`src/rtl/mips_pkg.sv`:
```
// Shared MIPS pipeline definitions: MEM-stage SRAM FSM states and address constants.
package mips_pkg;

    typedef enum logic [1:0] {
        IDLE,
        LO,
        HI,
        DONE
    } mem_state_t;

    localparam logic [31:0] DATA_BASE_DEF = 32'd1024;

    // Select bit appended to the word index to form the SRAM half-word address.
    localparam logic HALF_LO = 1'b0;
    localparam logic HALF_HI = 1'b1;

endpackage

```
`src/rtl/mem_stage_sram_ctrl.sv`:
```
// Two-half-word SRAM access FSM with wait states and a start/done handshake.
// MEM_ADDR_CHECK_EN adds skip_i/err_o so a rejected request goes straight to DONE.
module sram_ctrl
    import mips_pkg::*;
#(
    parameter int unsigned WAIT_CYCLES = 1,
    parameter int unsigned ADDR_W      = 18
) (
    input  logic              clk,
    input  logic              rst,
    input  logic              start_i,
    input  logic              wr_i,
    input  logic [ADDR_W-2:0] widx_i,
    input  logic [31:0]       wdata_i,
`ifdef MEM_ADDR_CHECK_EN
    input  logic              skip_i,
    output logic              err_o,
`endif
    output logic              done_o,
    output logic [31:0]       rdata_o,
    output logic [ADDR_W-1:0] sram_addr_o,
    output logic [15:0]       sram_dq_o,
    input  logic [15:0]       sram_dq_i,
    output logic              sram_dq_oe_o,
    output logic              sram_we_n_o
);

    localparam logic [2:0] LAST = 3'(WAIT_CYCLES);

    mem_state_t        state_q;
    logic [2:0]        cnt_q;
    logic [ADDR_W-2:0] widx_q;
    logic [15:0]       whi_q;
    logic [15:0]       lo_q;
    logic [15:0]       dq_q;
    logic              wr_q;
    logic              oe_q;
    logic              we_n_q;
    logic [31:0]       rdata_q;
    logic [ADDR_W-1:0] addr_q;
    logic              skip;
    logic              last;

    assign last = (cnt_q == LAST);

`ifdef MEM_ADDR_CHECK_EN
    logic err_q;
    assign skip  = skip_i;
    assign err_o = err_q;
`else
    assign skip = 1'b0;
`endif

    // Pin registers are loaded on the edge entering LO/HI so they are valid for the whole state.
    always_ff @(posedge clk or posedge rst) begin
        if (rst) begin
            state_q <= IDLE;
            cnt_q   <= '0;
            widx_q  <= '0;
            whi_q   <= '0;
            lo_q    <= '0;
            dq_q    <= '0;
            wr_q    <= 1'b0;
            oe_q    <= 1'b0;
            we_n_q  <= 1'b1;
            rdata_q <= '0;
            addr_q  <= '0;
`ifdef MEM_ADDR_CHECK_EN
            err_q   <= 1'b0;
`endif
        end else begin
`ifdef MEM_ADDR_CHECK_EN
            err_q <= 1'b0;
`endif
            unique case (state_q)
                IDLE: begin
                    if (start_i) begin
                        widx_q <= widx_i;
                        whi_q  <= wdata_i[31:16];
                        wr_q   <= wr_i;
                        cnt_q  <= '0;
                        if (skip) begin
                            state_q <= DONE;
`ifdef MEM_ADDR_CHECK_EN
                            err_q   <= 1'b1;
`endif
                        end else begin
                            state_q <= LO;
                            addr_q  <= {widx_i, HALF_LO};
                            dq_q    <= wdata_i[15:0];
                            we_n_q  <= ~wr_i;
                            oe_q    <= wr_i;
                        end
                    end
                end
                LO: begin
                    if (last) begin
                        cnt_q   <= '0;
                        state_q <= HI;
                        addr_q  <= {widx_q, HALF_HI};
                        dq_q    <= whi_q;
                        if (!wr_q) lo_q <= sram_dq_i;
                    end else begin
                        cnt_q <= cnt_q + 3'd1;
                    end
                end
                HI: begin
                    if (last) begin
                        cnt_q   <= '0;
                        state_q <= DONE;
                        we_n_q  <= 1'b1;
                        oe_q    <= 1'b0;
                        if (!wr_q) rdata_q <= {sram_dq_i, lo_q};
                    end else begin
                        cnt_q <= cnt_q + 3'd1;
                    end
                end
                DONE: state_q <= IDLE;
            endcase
        end
    end

    assign done_o       = (state_q == DONE);
    assign rdata_o      = rdata_q;
    assign sram_addr_o  = addr_q;
    assign sram_dq_o    = dq_q;
    assign sram_dq_oe_o = oe_q;
    assign sram_we_n_o  = we_n_q;

endmodule

```
`src/rtl/mem_stage.sv`:
```
// MIPS MEM stage: address mapping, passthroughs and forwarding mux around sram_ctrl.
// MEM_ADDR_CHECK_EN adds addr_err and rejects misaligned or below-base addresses.
module mem_stage
    import mips_pkg::*;
#(
    parameter int unsigned WAIT_CYCLES = 1,
    parameter logic [31:0] DATA_BASE   = DATA_BASE_DEF,
    parameter int unsigned ADDR_W      = 18
) (
    input  logic              clk,
    input  logic              rst,
    input  logic [31:0]       alu_result,
    input  logic [31:0]       st_val,
    input  logic              mem_r_en,
    input  logic              mem_w_en,
    input  logic              wb_en_in,
    input  logic [4:0]        dest_in,
    output logic              wb_en_out,
    output logic [4:0]        dest_out,
    output logic              mem_r_en_out,
    output logic [31:0]       alu_result_out,
    output logic [31:0]       mem_result,
    output logic [31:0]       memStVal,
    output logic              ready,
    output logic [ADDR_W-1:0] sram_addr,
    output logic [15:0]       sram_dq_out,
    input  logic [15:0]       sram_dq_in,
    output logic              sram_dq_oe,
`ifdef MEM_ADDR_CHECK_EN
    output logic              addr_err,
`endif
    output logic              sram_we_n
);

    logic              req;
    logic              done;
    logic [ADDR_W-2:0] widx;

    assign req  = mem_r_en | mem_w_en;
    assign widx = (ADDR_W-1)'((alu_result - DATA_BASE) >> 2);

`ifdef MEM_ADDR_CHECK_EN
    logic bad_addr;
    assign bad_addr = (alu_result < DATA_BASE) || (alu_result[1:0] != 2'b00);
`endif

    sram_ctrl #(
        .WAIT_CYCLES(WAIT_CYCLES),
        .ADDR_W     (ADDR_W)
    ) u_ctrl (
        .clk         (clk),
        .rst         (rst),
        .start_i     (req),
        .wr_i        (mem_w_en),
        .widx_i      (widx),
        .wdata_i     (st_val),
`ifdef MEM_ADDR_CHECK_EN
        .skip_i      (bad_addr),
        .err_o       (addr_err),
`endif
        .done_o      (done),
        .rdata_o     (mem_result),
        .sram_addr_o (sram_addr),
        .sram_dq_o   (sram_dq_out),
        .sram_dq_i   (sram_dq_in),
        .sram_dq_oe_o(sram_dq_oe),
        .sram_we_n_o (sram_we_n)
    );

    assign ready          = ~req | done;
    assign wb_en_out      = wb_en_in;
    assign dest_out       = dest_in;
    assign mem_r_en_out   = mem_r_en;
    assign alu_result_out = alu_result;
    assign memStVal       = mem_r_en ? mem_result : alu_result;

endmodule

```
`config.mk`:
```
export PLATFORM = sky130hd
export DESIGN_NAME = mem_stage
export DESIGN_NICKNAME = d
export VERILOG_FILES = /design/src/rtl/mips_pkg.sv /design/src/rtl/mem_stage_sram_ctrl.sv /design/src/rtl/mem_stage.sv
export SDC_FILE = /design/constraint.sdc
export NUM_CORES = 1
export LEC_CHECK = 0
export CAP_MARGIN = 0
export CORE_AREA = 2 2 126 128
export CTS_BUF_LIST = sky130_fd_sc_hd__clkbuf_4
export DETAILED_ROUTE_END_ITERATION = 6
export DIE_AREA = 0 0 128 130
export GPL_TIMING_DRIVEN = 0
export PLACE_DENSITY = 0.84
export SYNTH_ARGS = -nofsm -noshare
export SYNTH_HDL_FRONTEND = slang
export SYNTH_SLANG_ARGS = --single-unit
```
`constraint.sdc`:
```
create_clock -name clk -period 5.55 [get_ports clk]
set_input_delay 1.11 -clock clk [delete_from_list [all_inputs] [get_ports clk]]
set_output_delay 1.11 -clock clk [all_outputs]
set_load 0.01 [all_outputs]
```
==> report_table.html <==
<table>
<tr><th>Metric</th><th>Value</th></tr>
<tr><th colspan="2">GRT</th></tr>
<tr><td>Total gr overflow</td><td>0</td></tr>
<tr><td>Vias in the first global route</td><td>4620</td></tr>
<tr><td>Pin count of the biggest net entering global routing</td><td>78</td></tr>
<tr><td>Number of antenna violations at the first check in global routing</td><td>0</td></tr>
<tr><td>GRT Overall Usage</td><td>19.3%</td></tr>
<tr><td>First-pass GRT wire length</td><td>24300 um</td></tr>
<tr><th colspan="2">CTS</th></tr>
<tr><td>Clock Pin Slew Worst Setup and Hold Paths</td><td>between 0.1 and 0.15 ns</td></tr>
<tr><td>Clock insertion delay at the later pin of the skew report</td><td>0.54 ns</td></tr>
<tr><td>Count of clock tree sinks</td><td>between 100 and 150</td></tr>
<tr><td>Root buffer cell</td><td>clkbuf_4</td></tr>
<tr><td>Clock buffers created by TritonCTS</td><td>17</td></tr>
<tr><td>TritonCTS clock tree</td><td>yes</td></tr>
<tr><td>Number of buffers added to fix hold violations after cts</td><td>0</td></tr>
<tr><td>Longest Clk Path Bufs</td><td>2</td></tr>
<tr><td>Post-CTS Setup Bufs</td><td>0</td></tr>
<tr><td>Depth of the CTS H-tree</td><td>4</td></tr>
<tr><td>Number of gates resized after cts</td><td>0</td></tr>
<tr><th colspan="2">Timing</th></tr>
<tr><td>Final setup violation count</td><td>0</td></tr>
<tr><td>Number of hold violations in the final report</td><td>0</td></tr>
<tr><td>Number of max-slew violations in the final report</td><td>0</td></tr>
<tr><td>Setup repair after global routing missed its margin</td><td>no</td></tr>
<tr><td>Portion of the clock cycle consumed by the worst path in the final layout</td><td>76.6%</td></tr>
<tr><td>Post-layout min period</td><td>4.25 ns</td></tr>
<tr><td>Hold Worst Slack</td><td>0.490 ns</td></tr>
<tr><td>Max frequency</td><td>0.235 GHz</td></tr>
<tr><td>Clock tree skew after final layout</td><td>approximately 0.016 ns</td></tr>
<tr><td>Setup WS post-layout</td><td>approximately 1.3 ns</td></tr>
<tr><td>Max-Slew Margin vs Limit</td><td>about 41%</td></tr>
<tr><td>Transition time at the pin with the least slew margin</td><td>0.883 ns</td></tr>
<tr><th colspan="2">Yosys</th></tr>
<tr><td>Nets in the synthesized netlist</td><td>between 500 and 600</td></tr>
<tr><td>Number of storage elements in the synthesis netlist</td><td>123</td></tr>
<tr><td>Cell count after synthesis</td><td>479</td></tr>
<tr><td>Yosys warnings</td><td>0</td></tr>
<tr><td>Netlist area before placement</td><td>6010 um2</td></tr>
<tr><td>Sequential element share of the synthesized area</td><td>51.2%</td></tr>
<tr><td>Post-synthesis average cell area</td><td>12.5 um2</td></tr>
<tr><td>Distinct cell type count after synthesis</td><td>45</td></tr>
<tr><td>Synth Flop Type</td><td>dfrtp_1</td></tr>
<tr><td>Count of flip-flops with a built-in enable after synthesis</td><td>0</td></tr>
<tr><td>Async set-reset flop share out of synthesis</td><td>100%</td></tr>
<tr><th colspan="2">Worst setup path</th></tr>
<tr><td>Number of cell instances on the worst register-to-register path</td><td>6</td></tr>
<tr><td>CP endpoint</td><td>memStVal[13]</td></tr>
<tr><td>Origin of the worst setup path</td><td>mem_r_en</td></tr>
<tr><td>Reg-to-Reg Start</td><td>u_ctrl.state_q[1]</td></tr>
<tr><td>Nature of the critical path startpoint</td><td>input pin</td></tr>
<tr><td>Data required time at the worst endpoint</td><td>4.44 ns</td></tr>
<tr><td>Data arrival time of the critical path</td><td>roughly 3.1 ns</td></tr>
<tr><td>Worst reg2reg setup slack</td><td>3.44 ns</td></tr>
<tr><td>Critical Setup Path Class</td><td>in -&gt; out</td></tr>
<tr><td>Endpoint of the worst register-to-register path</td><td>u_ctrl.sram_dq_o[0]</td></tr>
<tr><td>Crit-path max FO</td><td>10</td></tr>
<tr><td>Crit. End Element</td><td>output pin</td></tr>
<tr><th colspan="2">Placed design</th></tr>
<tr><td>Routability congestion estimate</td><td>0.784</td></tr>
<tr><td>Worst slack after detailed placement</td><td>1.25 ns</td></tr>
<tr><td>Detailed-placement wirelength estimate</td><td>around 12000 um</td></tr>
<tr><td>Count of input and output buffers</td><td>around 220</td></tr>
<tr><td>Area after detailed placement</td><td>8510 um2</td></tr>
<tr><th colspan="2">Detailed routing</th></tr>
<tr><td>Wire per inst</td><td>approximately 17 um</td></tr>
<tr><td>First-pass DRT Iterations</td><td>4</td></tr>
<tr><td>Final Routed Wirelength</td><td>15600 um</td></tr>
<tr><td>Vias per cell</td><td>between 4 and 5</td></tr>
<tr><td>First-iteration detailed-routing DRC count</td><td>173</td></tr>
<tr><td>Number of vias in the routed layout</td><td>4472</td></tr>
<tr><td>Antenna-violating nets left</td><td>0</td></tr>
<tr><td>DR DRC count</td><td>0</td></tr>
<tr><th colspan="2">Power</th></tr>
<tr><td>Sequential cell fraction of total power</td><td>between 30 and 40%</td></tr>
<tr><td>Switching component of the power</td><td>1620 uW</td></tr>
<tr><td>Part of the total power dissipated in the clock network</td><td>between 10% and 20%</td></tr>
<tr><td>Maximum VDD drop</td><td>0.000240 V</td></tr>
<tr><td>Power density normalized to cell area</td><td>524 nW/um2</td></tr>
<tr><td>Sw frac</td><td>35.2%</td></tr>
<tr><td>Power Total</td><td>4590 uW</td></tr>
<tr><td>Combinational group share of total power</td><td>about half</td></tr>
<tr><td>Internal power contribution</td><td>2970 uW</td></tr>
<tr><td>Total leakage power</td><td>0.00387 uW</td></tr>
<tr><th colspan="2">Floorplanning</th></tr>
<tr><td>Effective utilization at floorplan</td><td>39.0%</td></tr>
<tr><td>Die height</td><td>130 um</td></tr>
<tr><td>I/O pin count</td><td>230</td></tr>
<tr><td>Floorplan core area</td><td>15400 um2</td></tr>
<tr><td>Placement row count</td><td>46</td></tr>
<tr><td>Width of the chip</td><td>128 um</td></tr>
<tr><td>Die footprint</td><td>16600 um2</td></tr>
<tr><th colspan="2">Min path</th></tr>
<tr><td>Class of the tightest hold or removal check</td><td>reg -&gt; reg</td></tr>
<tr><th colspan="2">Layout</th></tr>
<tr><td>Design Area, Final</td><td>8750 um2</td></tr>
<tr><td>Commonest non-fill, non-tap cell in the layout</td><td>clkdlybuf4s50_1</td></tr>
<tr><td>Number of fill cells</td><td>1307</td></tr>
<tr><td>Most frequent cells in the layout</td><td>clkdlybuf4s50_1 (222), dfrtp_1 (122), mux2_2 (65)</td></tr>
<tr><td>Fraction of final layout cells with drive strength greater than 1</td><td>26.8%</td></tr>
<tr><td>Total Nets Final</td><td>817</td></tr>
<tr><td>Area growth syn-to-layout</td><td>45.6%</td></tr>
<tr><td>Antenna cells</td><td>0</td></tr>
<tr><th colspan="2">Outcome</th></tr>
<tr><td>Run status</td><td>complete, no violations</td></tr>
<tr><th colspan="2">Flow run</th></tr>
<tr><td>Reported max-cap violation count</td><td>0</td></tr>
</table>
## worst min path at each step
stage | from | endpoint | slack [ns] | depth (start not counted)
2_1_floorplan | u_ctrl.widx_q[13] | u_ctrl.widx_q[13] | 0.45 | 2
3_3_place_gp | u_ctrl.widx_q[15] | u_ctrl.widx_q[15] | 0.46 | 2
3_5_place_dp | u_ctrl.widx_q[11] | u_ctrl.widx_q[11] | 0.47 | 2
4_1_cts | u_ctrl.widx_q[11] | u_ctrl.widx_q[11] | 0.50 | 2
5_1_grt | u_ctrl.widx_q[13] | u_ctrl.widx_q[13] | 0.52 | 2
6_report | u_ctrl.sram_dq_o[9] | u_ctrl.sram_dq_o[9] | 0.49 | 2
## cells by family after synthesis
logic type               share of synthesized area, %
AND/OR/NAND/NOR                                  6.22
AO/OA/AOI/OAI                                    6.27
adder cells (fa/ha/maj)                          1.25
buffers and inverters                            7.85
XOR/XNOR                                         1.02
multiplexers                                     26.2
flip-flops                                       51.2
## final cells by class
cell class	instances	area, um2	share of cell area [%]
Inverter	7	31.3	0.357
Clock buffer	23	173	1.97
Buffer	63	445	5.09
Multi-Input combinational cell	286	2460	28.1
Sequential cell	123	3080	35.2
Timing Repair Buffer	223	2250	25.7
Clock inverter	9	73.8	0.843
Tap cell	192	240	2.74
## registers in the layout (all words and copies together) (netlist names), 2 cells and up
name and flops:
u_ctrl.cnt_q 3, u_ctrl.rdata_o 32, u_ctrl.sram_dq_o 16, u_ctrl.whi_q 16
u_ctrl.sram_addr_o 18, u_ctrl.lo_q 16, u_ctrl.state_q 2, u_ctrl.widx_q 17
## power by group through the flow
stage | clock network (uW) | logic, uW | registers (uW)
floorplan | 0 | 1270 | 1700
global placement | 0 | 2350 | 1630
detailed placement | 0 | 2400 | 1660
CTS | 593 | 2410 | 1640
global route | 642 | 2560 | 1690
finish | 579 | 2370 | 1640
## through the flow
step	setup TNS (ns)	utilization, %	std cells
finish	0	56.7	926
global route	0	56.7	926
CTS	0	56.7	926
detailed placement	0	55.1	894
global placement	-71.06	54.9	893
floorplan	0	-	479
## Yosys cell counts (2+ instances only)
cell | n | share of area (%)
dfrtp_1 | 122 | 51
mux2_2 | 65 | 12
nand2_1 | 53 | 3.3
buf_4 | 40 | 5.0
mux2_4 | 40 | 10
o21ai_0 | 26 | 2.2
mux2i_1 | 24 | 4.0
o21ai_1 | 20 | 1.7
clkbuf_1 | 10 | 0.62
buf_6 | 7 | 1.3
inv_1 | 7 | 0.44
ha_1 | 6 | 1.2
xnor2_1 | 6 | 0.87
nor2_1 | 5 | 0.31
buf_2 | 4 | 0.33
nand3_1 | 4 | 0.33
o211ai_1 | 4 | 0.50
a21oi_1 | 3 | 0.25
nand2_4 | 2 | 0.37
nand2b_1 | 2 | 0.21
nor3_1 | 2 | 0.17
nor4_1 | 2 | 0.21
o21a_1 | 2 | 0.25
or3b_1 | 2 | 0.29
## worst max-delay path, cell delays in order
cell and delay, ns:
clkbuf_1 0.54, clkbuf_1 0.57, mux2_2 0.41, clkdlybuf4s50_1 0.51
## metal layers
metal	GRT usage [%]	part of all wire, %	vias to the layer above
li1	-	-	2128
met4	6.27	1.5	0
met5	0	0	-
met2	31.6	49	153
met3	6.44	6.4	20
met1	24.1	43	2171
Note: power is estimated with default switching activity, not from simulation.
